==> src/rtl/vga_lockstep_if.sv <==
// Video bundle between the lockstep VGA source and its monitor.
// It carries the primary and redundant inputs, the re-driven pins and the status outputs.
interface vga_lockstep_if #(
   parameter int CNT_W = 16
);
   // primary and redundant video from the dual-lockstep peripheral
   logic             HSYNC;
   logic             VSYNC;
   logic [7:0]       RGB;
   logic             HSYNC_REDUN;
   logic             VSYNC_REDUN;
   logic [7:0]       RGB_REDUN;

   // pins and monitor status
   logic             VGA_HSYNC;
   logic             VGA_VSYNC;
   logic [7:0]       VGA_RGB;
   logic             DLS_FAULT;
   logic             TIMING_ERR;
   logic [CNT_W-1:0] MISMATCH_CNT;
   logic [11:0]      LINE_LEN;
   logic [15:0]      FRAME_CNT;
   logic [1:0]       STATE;

   modport master (
      output HSYNC, VSYNC, RGB, HSYNC_REDUN, VSYNC_REDUN, RGB_REDUN,
      input  VGA_HSYNC, VGA_VSYNC, VGA_RGB, DLS_FAULT, TIMING_ERR,
             MISMATCH_CNT, LINE_LEN, FRAME_CNT, STATE
   );

   modport slave (
      input  HSYNC, VSYNC, RGB, HSYNC_REDUN, VSYNC_REDUN, RGB_REDUN,
      output VGA_HSYNC, VGA_VSYNC, VGA_RGB, DLS_FAULT, TIMING_ERR,
             MISMATCH_CNT, LINE_LEN, FRAME_CNT, STATE
   );
endinterface

==> src/rtl/vga_lockstep_monitor.sv <==
// Lockstep comparator and line/frame timing checker for a dual VGA source.
// Re-drives the primary video one cycle late and blanks the pixel once the
// primary and redundant copies have disagreed for MISMATCH_THRESH cycles in a row.
module vga_lockstep_monitor #(
   parameter int MISMATCH_THRESH = 1,
   parameter int EXP_LINE_CYCLES = 1600,
   parameter int EXP_FRAME_LINES = 525,
   parameter int CNT_W           = 16
) (
   input  logic          HCLK,
   input  logic          HRESET,
   input  logic          CLR,
   vga_lockstep_if.slave bus
);
   typedef enum logic [1:0] {
      ACQUIRE = 2'd0,
      TRACK   = 2'd1,
      FAULT   = 2'd2
   } state_t;

   localparam logic [7:0]  THRESH    = 8'(MISMATCH_THRESH);
   localparam logic [11:0] EXP_LINE  = 12'(EXP_LINE_CYCLES);
   localparam logic [15:0] EXP_FRAME = 16'(EXP_FRAME_LINES);

   // first input stage (all inputs) and second sync stage for edge detection
   logic             hsync_s1_reg;
   logic             vsync_s1_reg;
   logic [7:0]       rgb_s1_reg;
   logic             hsync_redun_s1_reg;
   logic             vsync_redun_s1_reg;
   logic [7:0]       rgb_redun_s1_reg;
   logic             hsync_s2_reg;
   logic             vsync_s2_reg;

   logic [7:0]       vga_rgb_reg;
   logic             dls_fault_reg;
   logic             dls_fault_next;
   logic [CNT_W-1:0] mismatch_cnt_reg;
   logic [7:0]       run_cnt_reg;

   logic [11:0]      line_cyc_reg;   // cycles since the last HSYNC fall
   logic [11:0]      line_len_reg;
   logic [15:0]      line_num_reg;   // HSYNC falls since the last VSYNC fall
   logic [15:0]      frame_cnt_reg;
   logic             vsync_seen_reg;
   logic             timing_err_reg;
   state_t           state_reg;

   logic             mismatch;
   logic             hsync_fall;
   logic             vsync_fall;
   logic             line_bad;
   logic             frame_bad;

   assign mismatch   = {hsync_s1_reg, vsync_s1_reg, rgb_s1_reg} !=
                       {hsync_redun_s1_reg, vsync_redun_s1_reg, rgb_redun_s1_reg};
   assign hsync_fall = hsync_s2_reg & ~hsync_s1_reg;
   assign vsync_fall = vsync_s2_reg & ~vsync_s1_reg;
   assign line_bad   = hsync_fall && (line_cyc_reg != EXP_LINE);
   assign frame_bad  = vsync_fall && vsync_seen_reg && (line_num_reg != EXP_FRAME);

   // the run has reached the threshold when this mismatch brings it to THRESH
   assign dls_fault_next = CLR ? 1'b0
                         : (dls_fault_reg | (mismatch && (run_cnt_reg >= THRESH - 8'd1)));

   // input registers; syncs idle high
   always_ff @(posedge HCLK or posedge HRESET) begin
      if (HRESET) begin
         hsync_s1_reg       <= 1'b1;
         vsync_s1_reg       <= 1'b1;
         rgb_s1_reg         <= 8'd0;
         hsync_redun_s1_reg <= 1'b1;
         vsync_redun_s1_reg <= 1'b1;
         rgb_redun_s1_reg   <= 8'd0;
         hsync_s2_reg       <= 1'b1;
         vsync_s2_reg       <= 1'b1;
      end else begin
         hsync_s1_reg       <= bus.HSYNC;
         vsync_s1_reg       <= bus.VSYNC;
         rgb_s1_reg         <= bus.RGB;
         hsync_redun_s1_reg <= bus.HSYNC_REDUN;
         vsync_redun_s1_reg <= bus.VSYNC_REDUN;
         rgb_redun_s1_reg   <= bus.RGB_REDUN;
         hsync_s2_reg       <= hsync_s1_reg;
         vsync_s2_reg       <= vsync_s1_reg;
      end
   end

   // output pixel register, blanked in step with the fault flag
   always_ff @(posedge HCLK or posedge HRESET) begin
      if (HRESET) begin
         vga_rgb_reg <= 8'd0;
      end else begin
         vga_rgb_reg <= dls_fault_next ? 8'd0 : bus.RGB;
      end
   end

   // lockstep compare: total mismatch count, current run and sticky fault
   always_ff @(posedge HCLK or posedge HRESET) begin
      if (HRESET) begin
         mismatch_cnt_reg <= '0;
         run_cnt_reg      <= 8'd0;
         dls_fault_reg    <= 1'b0;
      end else begin
         dls_fault_reg <= dls_fault_next;
         if (CLR) begin
            mismatch_cnt_reg <= '0;
            run_cnt_reg      <= 8'd0;
         end else if (mismatch) begin
            if (mismatch_cnt_reg != '1) begin
               mismatch_cnt_reg <= mismatch_cnt_reg + CNT_W'(1);
            end
            if (run_cnt_reg != 8'hFF) begin
               run_cnt_reg <= run_cnt_reg + 8'd1;
            end
         end else begin
            run_cnt_reg <= 8'd0;
         end
      end
   end

   // line length measurement and lines-per-frame counting
   always_ff @(posedge HCLK or posedge HRESET) begin
      if (HRESET) begin
         line_cyc_reg <= 12'd0;
         line_len_reg <= 12'd0;
         line_num_reg <= 16'd0;
      end else if (CLR) begin
         line_cyc_reg <= 12'd0;
         line_len_reg <= 12'd0;
         line_num_reg <= 16'd0;
      end else begin
         if (hsync_fall) begin
            line_len_reg <= line_cyc_reg;
            line_cyc_reg <= 12'd1;
         end else if (line_cyc_reg != 12'hFFF) begin
            line_cyc_reg <= line_cyc_reg + 12'd1;
         end
         // a coincident HSYNC fall is the first line of the new frame
         if (vsync_fall) begin
            line_num_reg <= hsync_fall ? 16'd1 : 16'd0;
         end else if (hsync_fall && line_num_reg != 16'hFFFF) begin
            line_num_reg <= line_num_reg + 16'd1;
         end
      end
   end

   // acquire/track/fault sequencing with timing error and good-frame count
   always_ff @(posedge HCLK or posedge HRESET) begin
      if (HRESET) begin
         state_reg      <= ACQUIRE;
         timing_err_reg <= 1'b0;
         frame_cnt_reg  <= 16'd0;
         vsync_seen_reg <= 1'b0;
      end else if (CLR) begin
         state_reg      <= ACQUIRE;
         timing_err_reg <= 1'b0;
         frame_cnt_reg  <= 16'd0;
         vsync_seen_reg <= 1'b0;
      end else begin
         case (state_reg)
            ACQUIRE: begin
               // the first edge only establishes line phase
               if (hsync_fall) begin
                  state_reg      <= TRACK;
                  vsync_seen_reg <= 1'b0;
               end
            end
            TRACK: begin
               if (line_bad || frame_bad) begin
                  timing_err_reg <= 1'b1;
                  state_reg      <= FAULT;
               end else if (vsync_fall) begin
                  // the first VSYNC only opens a frame; later ones close one
                  if (!vsync_seen_reg) begin
                     vsync_seen_reg <= 1'b1;
                  end else begin
                     frame_cnt_reg <= frame_cnt_reg + 16'd1;
                  end
               end
            end
            FAULT: begin
               state_reg <= FAULT;
            end
            default: begin
               state_reg <= ACQUIRE;
            end
         endcase
      end
   end

   assign bus.VGA_HSYNC    = hsync_s1_reg;
   assign bus.VGA_VSYNC    = vsync_s1_reg;
   assign bus.VGA_RGB      = vga_rgb_reg;
   assign bus.DLS_FAULT    = dls_fault_reg;
   assign bus.TIMING_ERR   = timing_err_reg;
   assign bus.MISMATCH_CNT = mismatch_cnt_reg;
   assign bus.LINE_LEN     = line_len_reg;
   assign bus.FRAME_CNT    = frame_cnt_reg;
   assign bus.STATE        = state_reg;
endmodule

==> src/flat_wrapper.sv <==
// flat-port wrapper written by rule: the top's interface ports become plain ports
module vga_lockstep_monitor_flat 
#(
   parameter int MISMATCH_THRESH = 1,
   parameter int EXP_LINE_CYCLES = 1600,
   parameter int EXP_FRAME_LINES = 525,
   parameter int CNT_W           = 16
)
  (HCLK, HRESET, CLR, bus_HSYNC, bus_VSYNC, bus_RGB, bus_HSYNC_REDUN, bus_VSYNC_REDUN, bus_RGB_REDUN, bus_VGA_HSYNC, bus_VGA_VSYNC, bus_VGA_RGB, bus_DLS_FAULT, bus_TIMING_ERR, bus_MISMATCH_CNT, bus_LINE_LEN, bus_FRAME_CNT, bus_STATE);
  vga_lockstep_if #(.CNT_W(CNT_W)) bus_i ();
  input  logic HCLK;
  input  logic HRESET;
  input  logic CLR;
  input wire logic [$bits(bus_i.HSYNC)-1:0] bus_HSYNC;
  input wire logic [$bits(bus_i.VSYNC)-1:0] bus_VSYNC;
  input wire logic [$bits(bus_i.RGB)-1:0] bus_RGB;
  input wire logic [$bits(bus_i.HSYNC_REDUN)-1:0] bus_HSYNC_REDUN;
  input wire logic [$bits(bus_i.VSYNC_REDUN)-1:0] bus_VSYNC_REDUN;
  input wire logic [$bits(bus_i.RGB_REDUN)-1:0] bus_RGB_REDUN;
  output wire logic [$bits(bus_i.VGA_HSYNC)-1:0] bus_VGA_HSYNC;
  output wire logic [$bits(bus_i.VGA_VSYNC)-1:0] bus_VGA_VSYNC;
  output wire logic [$bits(bus_i.VGA_RGB)-1:0] bus_VGA_RGB;
  output wire logic [$bits(bus_i.DLS_FAULT)-1:0] bus_DLS_FAULT;
  output wire logic [$bits(bus_i.TIMING_ERR)-1:0] bus_TIMING_ERR;
  output wire logic [$bits(bus_i.MISMATCH_CNT)-1:0] bus_MISMATCH_CNT;
  output wire logic [$bits(bus_i.LINE_LEN)-1:0] bus_LINE_LEN;
  output wire logic [$bits(bus_i.FRAME_CNT)-1:0] bus_FRAME_CNT;
  output wire logic [$bits(bus_i.STATE)-1:0] bus_STATE;
  assign bus_i.HSYNC = bus_HSYNC;
  assign bus_i.VSYNC = bus_VSYNC;
  assign bus_i.RGB = bus_RGB;
  assign bus_i.HSYNC_REDUN = bus_HSYNC_REDUN;
  assign bus_i.VSYNC_REDUN = bus_VSYNC_REDUN;
  assign bus_i.RGB_REDUN = bus_RGB_REDUN;
  assign bus_VGA_HSYNC = bus_i.VGA_HSYNC;
  assign bus_VGA_VSYNC = bus_i.VGA_VSYNC;
  assign bus_VGA_RGB = bus_i.VGA_RGB;
  assign bus_DLS_FAULT = bus_i.DLS_FAULT;
  assign bus_TIMING_ERR = bus_i.TIMING_ERR;
  assign bus_MISMATCH_CNT = bus_i.MISMATCH_CNT;
  assign bus_LINE_LEN = bus_i.LINE_LEN;
  assign bus_FRAME_CNT = bus_i.FRAME_CNT;
  assign bus_STATE = bus_i.STATE;
  vga_lockstep_monitor #(.MISMATCH_THRESH(MISMATCH_THRESH), .EXP_LINE_CYCLES(EXP_LINE_CYCLES), .EXP_FRAME_LINES(EXP_FRAME_LINES), .CNT_W(CNT_W)) u_core (.HCLK(HCLK), .HRESET(HRESET), .CLR(CLR), .bus(bus_i));
endmodule
==> config.mk <==
export PLATFORM = sky130hd
export DESIGN_NAME = vga_lockstep_monitor_flat
export DESIGN_NICKNAME = d
export VERILOG_FILES = /design/src/rtl/vga_lockstep_if.sv /design/src/rtl/vga_lockstep_monitor.sv /design/src/flat_wrapper.sv
export SDC_FILE = /design/constraint.sdc
export NUM_CORES = 1
export LEC_CHECK = 0
export ABC_CLOCK_PERIOD_IN_PS = 9300
export BUFFER_PORTS_ARGS = -buffer_cell sky130_fd_sc_hd__buf_4
export CAP_MARGIN = 20
export CORE_AREA = 2 2 95 97
export CTS_CLUSTER_DIAMETER = 120
export DETAILED_ROUTE_END_ITERATION = 7
export DIE_AREA = 0 0 97 99
export PLACE_DENSITY = 0.82
export SLEW_MARGIN = 20
export SYNTH_ARGS = -nofsm -noshare
export SYNTH_HDL_FRONTEND = slang
export SYNTH_SLANG_ARGS = --single-unit
export TNS_END_PERCENT = 20
==> constraint.sdc <==
create_clock -name HCLK -period 9.3 [get_ports HCLK]
set_clock_uncertainty 0.1 [all_clocks]
set_input_delay 0.93 -clock HCLK [delete_from_list [all_inputs] [get_ports HCLK]]
set_output_delay 0.93 -clock HCLK [all_outputs]
set_load 0.05 [all_outputs]
# Yosys cells after proc, flatten, opt, wreduce, memory -nomap -nowiden
# Index checks and enable logic that the tools add are counted.
# word_totals
elab_cells	101
out_inout_bits	58
ff_bits	115
input_bits	23
# op_classes
order_cmp	1
mux	34
n_reduce_logical	22
bitwise	5
n_eq_ne	15
add_sub_neg	5
# op_table
operator	n
two-way mux 16 bit	11
two-way mux 12 bit	5
adder 16 x 1 -> 16 bit, second input constant	3
two-way mux 8 bit	4
inequality test 16 bit, second input constant	2
inequality test 16 x 10 -> 1 bit, second input constant	1
nonzero test 2 bit	7
adder 12 x 1 -> 12 bit, second input constant	1
inequality test 12 x 11 -> 1 bit, second input constant	1
inequality test 12 bit, second input constant	1
inequality test 10 bit	1
two-way mux 1 bit	9
inequality test 3 x 2 -> 1 bit, second input constant	3
nonzero test 3 bit	3
adder 8 x 1 -> 8 bit, second input constant	1
>= comparator 8 x 1 -> 1 bit, second input constant	1
inequality test 8 bit, second input constant	1
AND reduction 4 bit	2
two-way mux 2 bit	3
inequality test 3 bit, second input constant	2
case mux 2 bit (3 select lines)	1
AND reduction 2 bit	3
logical AND 1 bit	5
AND 1 bit	2
8 further kinds	9

# Logic depth before layout (Yosys ltp)
# Gate-level depths: netlist (run 1).
# logic_depth
ltp_word	8
depth_mapped	9
depth_no_buf	7

# Least setup slack after synthesis (run 1)
# Ideal clock, no wire load.
# synth_path
path_kind	flip-flop to flip-flop
from	register u_core.hsync_s1_reg, in the netlist u_core.bus.VGA_HSYNC
to	register u_core.frame_cnt_reg[9], in the netlist u_core.bus.FRAME_CNT[9]
setup_time_ps	125
required_ps	9075
slack_ps	6843
arrival_ps	2232
period_less_slack_ps	2457
path_stages_with_launch	7
n_path_buf	1
path_cell_list	dfstp_2 > nand2b_1 > a31oi_4 > or3_4 > buf_6 > nor4_1 > mux2_2
# synth_via
elab_chain_cells	6
# synth_lines
element	line	text
from (decl)	vga_lockstep_monitor.sv:26	logic hsync_s1_reg;
from (signal assigned)	vga_lockstep_monitor.sv:78	hsync_s1_reg <= bus.HSYNC;
NOT 1 bit	vga_lockstep_monitor.sv:57	assign hsync_fall = hsync_s2_reg & ~hsync_s1_reg;
AND 1 bit	vga_lockstep_monitor.sv:57	
logical AND 1 bit	vga_lockstep_monitor.sv:59	assign line_bad = hsync_fall && (line_cyc_reg != EXP_LINE);
logical OR 1 bit	vga_lockstep_monitor.sv:170	if (line_bad || frame_bad) begin
inequality test 2 bit (no line)	-	
AND reduction 4 bit (no line)	-	
to (signal assigned)	vga_lockstep_monitor.sv:178	frame_cnt_reg <= frame_cnt_reg + 16'd1;
to (decl)	vga_lockstep_monitor.sv:44	logic [15:0] frame_cnt_reg;
# No other way between the ends.
# A chain may end at the register's enable or synchronous reset.

# Worst setup path in the final report (run 1)
# layout_path
from	register u_core.line_cyc_reg[0]
to	register u_core.frame_cnt_reg[15], in the netlist u_core.bus.FRAME_CNT[15]
# layout_via
elab_chain_cells	5
# layout_lines
element	line	text
from (decl)	vga_lockstep_monitor.sv:41	logic [11:0] line_cyc_reg;
from (signal assigned)	vga_lockstep_monitor.sv:137	line_cyc_reg <= line_cyc_reg + 12'd1;
inequality test 12 x 11 -> 1 bit	vga_lockstep_monitor.sv:59	
logical AND 1 bit	vga_lockstep_monitor.sv:59	
logical OR 1 bit	vga_lockstep_monitor.sv:170	
inequality test 2 bit (no line)	-	
AND reduction 4 bit (no line)	-	
# No other way between the ends.

==> results of run 1 <==
worst max-delay path: stages, from the launching register on:
cell and delay [ns]:
dfrtp_1 0.44, inv_1 0.11, ha_1 0.15, and4b_1 0.27, a31oi_4 0.16, or3_4 0.52, nor4_1 0.36, mux2_2 0.37
final timing paths:
kind                                   startpoint                        to  slack (ns)  depth (start not counted)
setup reg to reg           u_core.line_cyc_reg[0]  u_core.bus.FRAME_CNT[15]        6.72                          7
setup / recovery           u_core.line_cyc_reg[0]  u_core.bus.FRAME_CNT[15]        6.72                          7
max in group asynchronous                  HRESET    u_core.line_cyc_reg[0]        7.39                          3
min in group asynchronous                  HRESET   u_core.line_cyc_reg[11]        0.49                          2
hold / removal               u_core.bus.VGA_HSYNC       u_core.hsync_s2_reg        0.31                          0
hold reg to reg              u_core.bus.VGA_HSYNC       u_core.hsync_s2_reg        0.31                          0
per-layer routing:
metal	vias to the layer above	GRT usage, %	part of all wire [%]
met5	-	0	0
met4	0	7.26	1.3
met1	1968	31.0	45
met3	14	3.97	5.0
met2	120	35.8	49
li1	1901	-	-
metrics by stage:
stage / std cells / util [%] / hold WS [ns]
2_1_floorplan: 487 / - / 0.389
3_3_place_gp: 659 / 66.5 / 0.285
3_5_place_dp: 659 / 66.5 / 0.296
4_1_cts: 675 / 68.8 / 0.312
5_1_grt: 675 / 68.9 / 0.315
6_report: 675 / 68.9 / 0.310
power by group:
part,internal (mW),total (mW),switching [mW]
Clock,0.105,0.278,0.173
Combinational,0.0265,0.0783,0.0517
Sequential,0.477,0.486,0.00897
cells in the final DEF, fill, tap and decap left out, drive strengths merged, types with 8 or more instances in the layout:
cell    Yosys  layout
a21oi      40      40
and2        8       8
buf         3      84
clkbuf     17       9
dfrtp     101     101
ha          8       8
inv        15      19
nand2      50      50
nand3      22      22
nand4      13      13
nor2       36      36
nor2b       8       8
nor3       11      11
nor4       11      11
o21ai      10      10
o31ai       9       9
or3        12      12
or4        12      12
xnor2      20      20
xor2       10      10
Yosys cell counts, types with 4 or more instances:
| cell type | count | share of area [%] |
|---|---|---|
| dfrtp_1 | 101 | 51 |
| nand2_1 | 50 | 3.8 |
| a21oi_1 | 40 | 4.0 |
| nor2_1 | 36 | 2.7 |
| nand3_1 | 22 | 2.2 |
| xnor2_1 | 20 | 3.5 |
| clkbuf_1 | 17 | 1.3 |
| inv_1 | 15 | 1.1 |
| nand4_1 | 13 | 1.6 |
| or4_1 | 12 | 1.8 |
| nor4_1 | 11 | 1.4 |
| or3_1 | 11 | 1.4 |
| nor3_1 | 10 | 1.0 |
| o21ai_0 | 10 | 1.0 |
| xor2_1 | 10 | 1.8 |
| o31ai_1 | 9 | 1.4 |
| and2_1 | 8 | 1.0 |
| ha_1 | 8 | 2.0 |
| nor2b_1 | 8 | 1.0 |
| mux2_2 | 7 | 1.6 |
| o41ai_1 | 7 | 1.2 |
| dfstp_2 | 6 | 3.2 |
| a31oi_1 | 4 | 0.50 |
| and3_1 | 4 | 0.50 |
| nand2b_1 | 4 | 0.50 |
| o311ai_0 | 4 | 0.70 |
cell families (layout without fill, tap and decap cells):
| group | Yosys count | count (layout) | share of synthesized area [%] |
|---|---|---|---|
| AOI/OAI and AO/OA | 88 | 88 | 11.5 |
| xor gates and xnor gates | 30 | 30 | 5.25 |
| adders and majority gates | 8 | 8 | 2.00 |
| buffers and inverters | 35 | 115 | 2.83 |
| DFF | 107 | 107 | 53.7 |
| muxes | 10 | 10 | 2.18 |
| and+or+nand+nor | 209 | 209 | 22.6 |
final cells by class:
type / count / share of cell area, %
Sequential cell: 107 / 45.6
Multi-Input combinational cell: 345 / 37.1
Timing Repair Buffer: 84 / 10.7
Tap cell: 108 / 2.29
Clock buffer: 9 / 2.10
Clock inverter: 7 / 1.15
Inverter: 15 / 0.999
==> results.yml, run 1 <==
yosys:
  avgSynthCellArea_um2: 10.3
  synth-edff-count: 0
  async_reset_ff_share_pct: 100
  ys_warn_count: 0
  ys_types: 50
  ys_ff_latch: 107
  seq_area_frac_synth_pct: 53.7
  synth_ff_type: "dfrtp_1"
  synth_nets: 518
  synth_cells: 487
  netlist_area_um2: 5000
sta:
  setup-violations-final: 0
  hold_violations: 0
  fin_ws_ns: 6.72
  slew_headroom_pct: 47.9
  period_needed_ns: 2.58
  slew_viol_final: 0
  max_freq_mhz: 388
  tightest_slew_ns: 0.782
  rsz0062_at_grt: "false"
  fin_crit_sh_pct: 27.7
  fin_tns_setup_ns: 0
die:
  initial_core_util_pct: 58.5
  core.rowCount: 34
  io_pins: 81
  core_um2: 8550
  fp.dieH_um: 99
  die_w_um: 97
  dieArea_um2: 9600
global_routing:
  track_usage_pct: 22.2
  grt_pass1_wl_um: 17700
  antenna_found_initial: 0
  grt_pass1_vias: 3742
  grt_max_degree: 66
  grt-ovfl-total: 0
setup_path:
  cp_max_fo: 22
  critPathLaunchType: "flip-flop"
  critPathArrivalTime_ns: 2.74
  worstSetupPathType: "reg -> reg"
  endpoint_kind: "flip-flop"
  cp.required_ns: 9.46
route:
  wirelength_um: 10600
  drt_iter0_markers: 266
  viasPerCell: 5.93
  ant_nets: 0
  wl_per_cell_um: 15.7
  drt_pass1_iterations: 4
  vias: 4003
  drc: 0
power_and_ir_drop:
  cellPowerDensity_nw_per_um2: 143
  power.leakage_nw: 2.53
  p_total_mw: 0.842
  ir_worst_vdd_mv: 0.105
clocking:
  cts.repair.resized: 0
  cts-root-buf: "clkbuf_8"
  clk_latency_ns: 0.37
  clkSinkCount: 107
  clk_pin_slew_ns: 0.10
  cts_tree: "yes"
  cts-buffers-inserted: 9
  cts_hold_buf: 0
  cts_setup_buffers: 0
  clock_path_buffers: 2
  htreeDepth: 3
place:
  dpl-instance-area_um2: 5690
  port_buffers: 80
  post-place-ws_ns: 6.54
  gp_congestion: 0.868
  dp_hpwl_um: 7230
run_status:
  status: "finished clean"
worst_hold_path:
  hp-class: "reg -> reg"
layout:
  final_layout_size_suffix_gt1_share_pct: 22.4
  layout.nets: 593
  num_antenna_cells: 0
  seq_area_um2: 2690
  areaGrowthSynthToFinish_pct: 17.7
  fillers: 641
  finalInstanceArea_um2: 5890
  multi_input_area_um2: 2190
flow_run:
  drv_cap: 0
Note: power is estimated with default switching activity, not from simulation.
==> run 2: changes to the inputs <==
Settings changed: ABC_CLOCK_PERIOD_IN_PS 9300 to 2200, CORE_AREA 2 2 95 97 to 2 2 103 105, DIE_AREA 0 0 97 99 to 0 0 105 107, PLACE_DENSITY 0.82 to 0.74.
Clock period 9.3 ns to 2.2 ns, I/O delays scaled along.
==> results.yml, run 2 (synthesis gave the netlist of run 1 again) <==
setup_path:
  cp_max_fo: 7
  critPathArrivalTime_ns: 2.51
  endpoint_kind: "flip-flop"
  critPathLaunchType: "flip-flop"
  worstSetupPathType: "reg -> reg"
  cp.required_ns: 2.41
  reg2reg_depth: 7
clocking:
  clock_path_buffers: 2
  htreeDepth: 3
  cts-buffers-inserted: 9
  clkSinkCount: 107
  cts-root-buf: "clkbuf_8"
  clk_pin_slew_ns: 0.10
  clk_latency_ns: 0.38
  cts_tree: "yes"
power_and_ir_drop:
  swShare_pct: 25.9
  internal_power_mw: 2.75
  p_sw_mw: 0.962
  cellPowerDensity_nw_per_um2: 548
  p_seq_share_pct: 55.0
  power.leakage_nw: 3.00
  p_comb_share_pct: 11.4
  p_total_mw: 3.71
  ir_worst_vdd_mv: 0.429
  p_clk_share_pct: 33.5
place:
  dp_hpwl_um: 8340
  port_buffers: 80
  gp_congestion: 0.836
sta:
  rsz0062_at_grt: "true"
  fin_crit_sh_pct: 105
  slew_viol_final: 0
  max_freq_mhz: 434
  fin_ws_ns: -0.102
  setup-violations-final: 5
  period_needed_ns: 2.30
  slew_headroom_pct: 60.6
  hold_violations: 0
  tightest_slew_ns: 0.591
die:
  core_um2: 10100
  core.rowCount: 37
  initial_core_util_pct: 49.6
  io_pins: 81
  die_w_um: 105
  dieArea_um2: 11200
  fp.dieH_um: 107
global_routing:
  grt_max_degree: 108
  grt_pass1_wl_um: 21300
  grt-ovfl-total: 0
  track_usage_pct: 23.6
  grt_pass1_vias: 4471
  antenna_found_initial: 0
run_status:
  status: "finished with violations"
  violations: "setup timing"
route:
  wl_per_cell_um: 16.3
  viasPerCell: 5.66
  ant_nets: 0
  wirelength_um: 12800
  drt_iter0_markers: 273
  drt_pass1_iterations: 5
  vias: 4463
  drc: 0
layout:
  final_core_utilization_pct: 67.1
  final_layout_size_suffix_gt1_share_pct: 31.5
  final_cell_mix: "buf_4, dfrtp_1, nand2_1, a21oi_1, nor2_1"
  layout.nets: 679
  areaGrowthSynthToFinish_pct: 35.3
  num_antenna_cells: 0
  layout_commonest_cell: "buf_4"
flow_run:
  drv_cap: 0
worst_hold_path:
  hp-class: "reg -> reg"
  holdPathStages: 0
==> run 2: cell count changes in the layout (fill, tap and decap cells not counted), sizes merged <==
cell         delta
buf            +63
dlygate4sd3    +22
inv             -4
clkbuf          +2
bufinv          +1
clkinvlp        +1
or3             +1
==> run 2: cell type report <==
class	count	area, µm²
timing repair buffer	169	1350
tap	136	170
clock inverter	5	60.1
fill	818	3320
clock buffer	11	141
multi-input combinational	346	2300
sequential	107	2690
inverter	15	60.1
==> run 2: per-layer routing <==
| metal | routed length, µm | track usage [%] | vias to the layer above | share of wire (%) |
|---|---|---|---|---|
| li1 | - | - | 2072 | - |
| met1 | 5350 | 29.2 | 2220 | 42 |
| met2 | 6510 | 40.8 | 143 | 51 |
| met3 | 674 | 4.92 | 28 | 5.3 |
| met4 | 295 | 9.05 | 0 | 2.3 |
| met5 | 0 | 0 | - | 0 |
==> run 2: power by group through the flow <==
stage,Combinational (mW),Clock (mW),Sequential (mW)
finish,0.425,1.24,2.04
global route,0.462,1.36,2.05
CTS,0.412,1.27,2.04
detailed placement,0.378,0,2.08
global placement,0.369,0,2.08
floorplan,0.154,0,2.15
==> run 2: worst paths after layout <==
path / start / endpoint / slack (ns)
worst max-delay path: u_core.line_cyc_reg[0] / u_core.bus.FRAME_CNT[14] / -0.10
worst min-delay path: u_core.bus.VGA_VSYNC / u_core.vsync_s2_reg / 0.34
worst max register to register: u_core.line_cyc_reg[0] / u_core.bus.FRAME_CNT[14] / -0.10
worst min register to register: u_core.bus.VGA_VSYNC / u_core.vsync_s2_reg / 0.34
max in group asynchronous: HRESET / u_core.bus.DLS_FAULT / 1.13
min in group asynchronous: HRESET / u_core.line_cyc_reg[9] / 0.43
==> run 2: stage by stage <==
step	TNS [ns]	setup WS (ns)	std cells	instance area (µm²)	hold WS, ns
floorplan	-5.11	-0.257	487	5000	0.124
global placement	-0.296	-0.0841	745	6190	0.229
detailed placement	-1.10	-0.169	745	6190	0.230
CTS	-0.161	-0.0506	785	6670	0.332
global route	-0.861	-0.170	789	6770	0.335
finish	-0.225	-0.102	789	6770	0.336
==> run 2: what timing repair did <==
item	CTS	global route
pin swaps	11	9
endpoints found under the hold margin	132	0
endpoints found under the setup margin	11	21
cloned	1	0
buffers inserted	1	4
resized for setup	9	18
hold buffers	22	0
==> run 2: worst max-delay path, stage by stage (launching register included) <==
cell and delay [ns]:
dfrtp_1 0.41, inv_2 0.08, ha_4 0.12, and4b_2 0.25, a31oi_4 0.13, or3_4 0.48
or4_1 0.52, a21oi_1 0.14
==> run 3: changes to the inputs <==
==> constraint.sdc (replaced) <==
create_clock -name HCLK -period 2.2 [get_ports HCLK]
set_clock_uncertainty 0.1 [all_clocks]
set_input_delay 0 -clock HCLK [delete_from_list [all_inputs] [get_ports HCLK]]
set_output_delay 0 -clock HCLK [all_outputs]
set_load 0.05 [all_outputs]
==> results.yml, run 3 (synthesis gave the netlist of run 1 again) <==
sta:
  fin_ws_ns: -0.0768
  slew_headroom_pct: 62.1
  hold_violations: 0
  rsz0062_at_grt: "true"
  fin_crit_sh_pct: 103
  period_needed_ns: 2.28
  max_freq_mhz: 439
  setup-violations-final: 5
  slew_viol_final: 0
  tightest_slew_ns: 0.567
setup_path:
  worstSetupPathType: "reg -> reg"
  cpMaxStageDelayCell: "dfstp_2"
  cp.required_ns: 2.41
  critPathMaxStageDelay_ns: 0.54
  path_cells: "nor2b_1, nand3_2, or3_4, or4_1, a21oi_2"
  cp_num_buf_inv: 0
  critPathLaunchType: "flip-flop"
  critPathArrivalTime_ns: 2.49
  crit-reg2reg-capture: "u_core.bus.FRAME_CNT[6]"
  endpoint_kind: "flip-flop"
  cpLargestDelayFamily: "simple AND/OR/NAND/NOR gates"
  regToRegSetupSlack_ns: -0.08
  cp_max_fo: 8
  reg2reg_depth: 5
  rr_startpoint: "u_core.vsync_s2_reg"
route:
  ant_nets: 0
  viasPerCell: 5.54
  drt_iter0_markers: 335
  drt_pass1_iterations: 4
  vias: 4336
  wirelength_um: 12400
  drc: 0
  wl_per_cell_um: 15.8
layout:
  fillers: 802
  seq_area_um2: 2690
  final_layout_size_suffix_gt1_share_pct: 29.8
  layout.nets: 673
  num_antenna_cells: 0
  final_cell_mix: "buf_4, dfrtp_1, nand2_1, a21oi_1, nor2_1"
  areaGrowthSynthToFinish_pct: 33.7
  layout_commonest_cell: "buf_4"
  multi_input_area_um2: 2260
clocking:
  clkSinkCount: 107
  clk_latency_ns: 0.38
  cts-root-buf: "clkbuf_8"
  clk_pin_slew_ns: 0.11
  clock_path_buffers: 2
  cts_tree: "yes"
  cts-buffers-inserted: 9
  htreeDepth: 3
die:
  io_pins: 81
  core_um2: 10100
  dieArea_um2: 11200
  fp.dieH_um: 107
  core.rowCount: 37
  initial_core_util_pct: 49.6
  die_w_um: 105
global_routing:
  grt_pass1_wl_um: 20700
  antenna_found_initial: 0
  grt_pass1_vias: 4354
  grt-ovfl-total: 0
  grt_max_degree: 74
  track_usage_pct: 23.0
run_status:
  violations: "setup timing"
  status: "finished with violations"
place:
  port_buffers: 80
  post-place-ws_ns: -0.178
  dp_hpwl_um: 8100
  gp_congestion: 0.826
flow_run:
  drv_cap: 0
worst_hold_path:
  holdPathStages: 2
  holdPathEnd: "u_core.vsync_redun_s1_reg"
  hp-class: "in -> reg"
  holdCritStartpoint: "bus_VSYNC_REDUN"
power_and_ir_drop:
  cellPowerDensity_nw_per_um2: 557
  power.leakage_nw: 2.97
  p_total_mw: 3.72
  ir_worst_vdd_mv: 0.555
-- run 3: cell types whose count changed in the layout (fill, tap and decap cells not counted), sizes merged --
cell	delta
clkinvlp	-1
buf	-6
inv	+4
clkinv	-2
clkbuf	-1
-- run 3: through the flow --
step                      area (µm²)  cells  hold WS [ns]  utilization, %  setup TNS, ns
after floorplan                 5000    487       -0.0955               -          -5.11
after global routing            6690    783         0.146            66.2          -1.30
after CTS                       6660    783         0.138            66.0         -0.201
final                           6690    783         0.151            66.2         -0.251
after detailed placement        6170    743        0.0103            61.2          -1.00
after global placement          6170    743       0.00918            61.2         -0.409
-- run 3: cell type report --
class / instances / share of cell area (%)
Sequential cell: 107 / 40.2
Tap cell: 136 / 2.55
Clock inverter: 6 / 1.14
Timing Repair Buffer: 163 / 19.5
Multi-Input combinational cell: 346 / 33.8
Inverter: 15 / 0.898
Clock buffer: 10 / 1.91
-- run 3: how the worst max path moves through the flow --
stage | startpoint | end | slack [ns] | cells past startpoint
floorplan | u_core.bus.VGA_HSYNC | u_core.bus.FRAME_CNT[9] | -0.26 | 6
global placement | u_core.line_cyc_reg[0] | u_core.bus.FRAME_CNT[9] | -0.09 | 7
detailed placement | u_core.line_cyc_reg[0] | u_core.bus.FRAME_CNT[9] | -0.18 | 7
CTS | u_core.line_num_reg[8] | u_core.bus.FRAME_CNT[6] | -0.07 | 5
global route | u_core.line_num_reg[1] | u_core.bus.FRAME_CNT[7] | -0.18 | 7
finish | u_core.vsync_s2_reg | u_core.bus.FRAME_CNT[6] | -0.08 | 5
-- run 3: layer usage --
metal  up-vias  part of all wire (%)  global-route usage [%]
met1      2133                    42                    28.5
met2       119                    51                    40.3
met3        15                   5.0                    5.11
met4         0                   1.2                    7.33
met5         -                     0                       0
li1       2069                     -                       -
-- run 3: repair_timing --
action | 4_1_cts | 5_1_grt
cloned | 1 | 0
endpoints found under the hold margin | 141 | 0
gates resized for setup | 9 | 7
setup buffers | 1 | 0
pin swaps | 14 | 2
setup endpoints to repair | 10 | 20
hold buffers | 22 | 0
-- run 3: power breakdown --
group          internal, mW  switching (mW)
clock network         0.552           0.713
registers              2.02          0.0265
logic                 0.164           0.250
total                  2.73           0.989
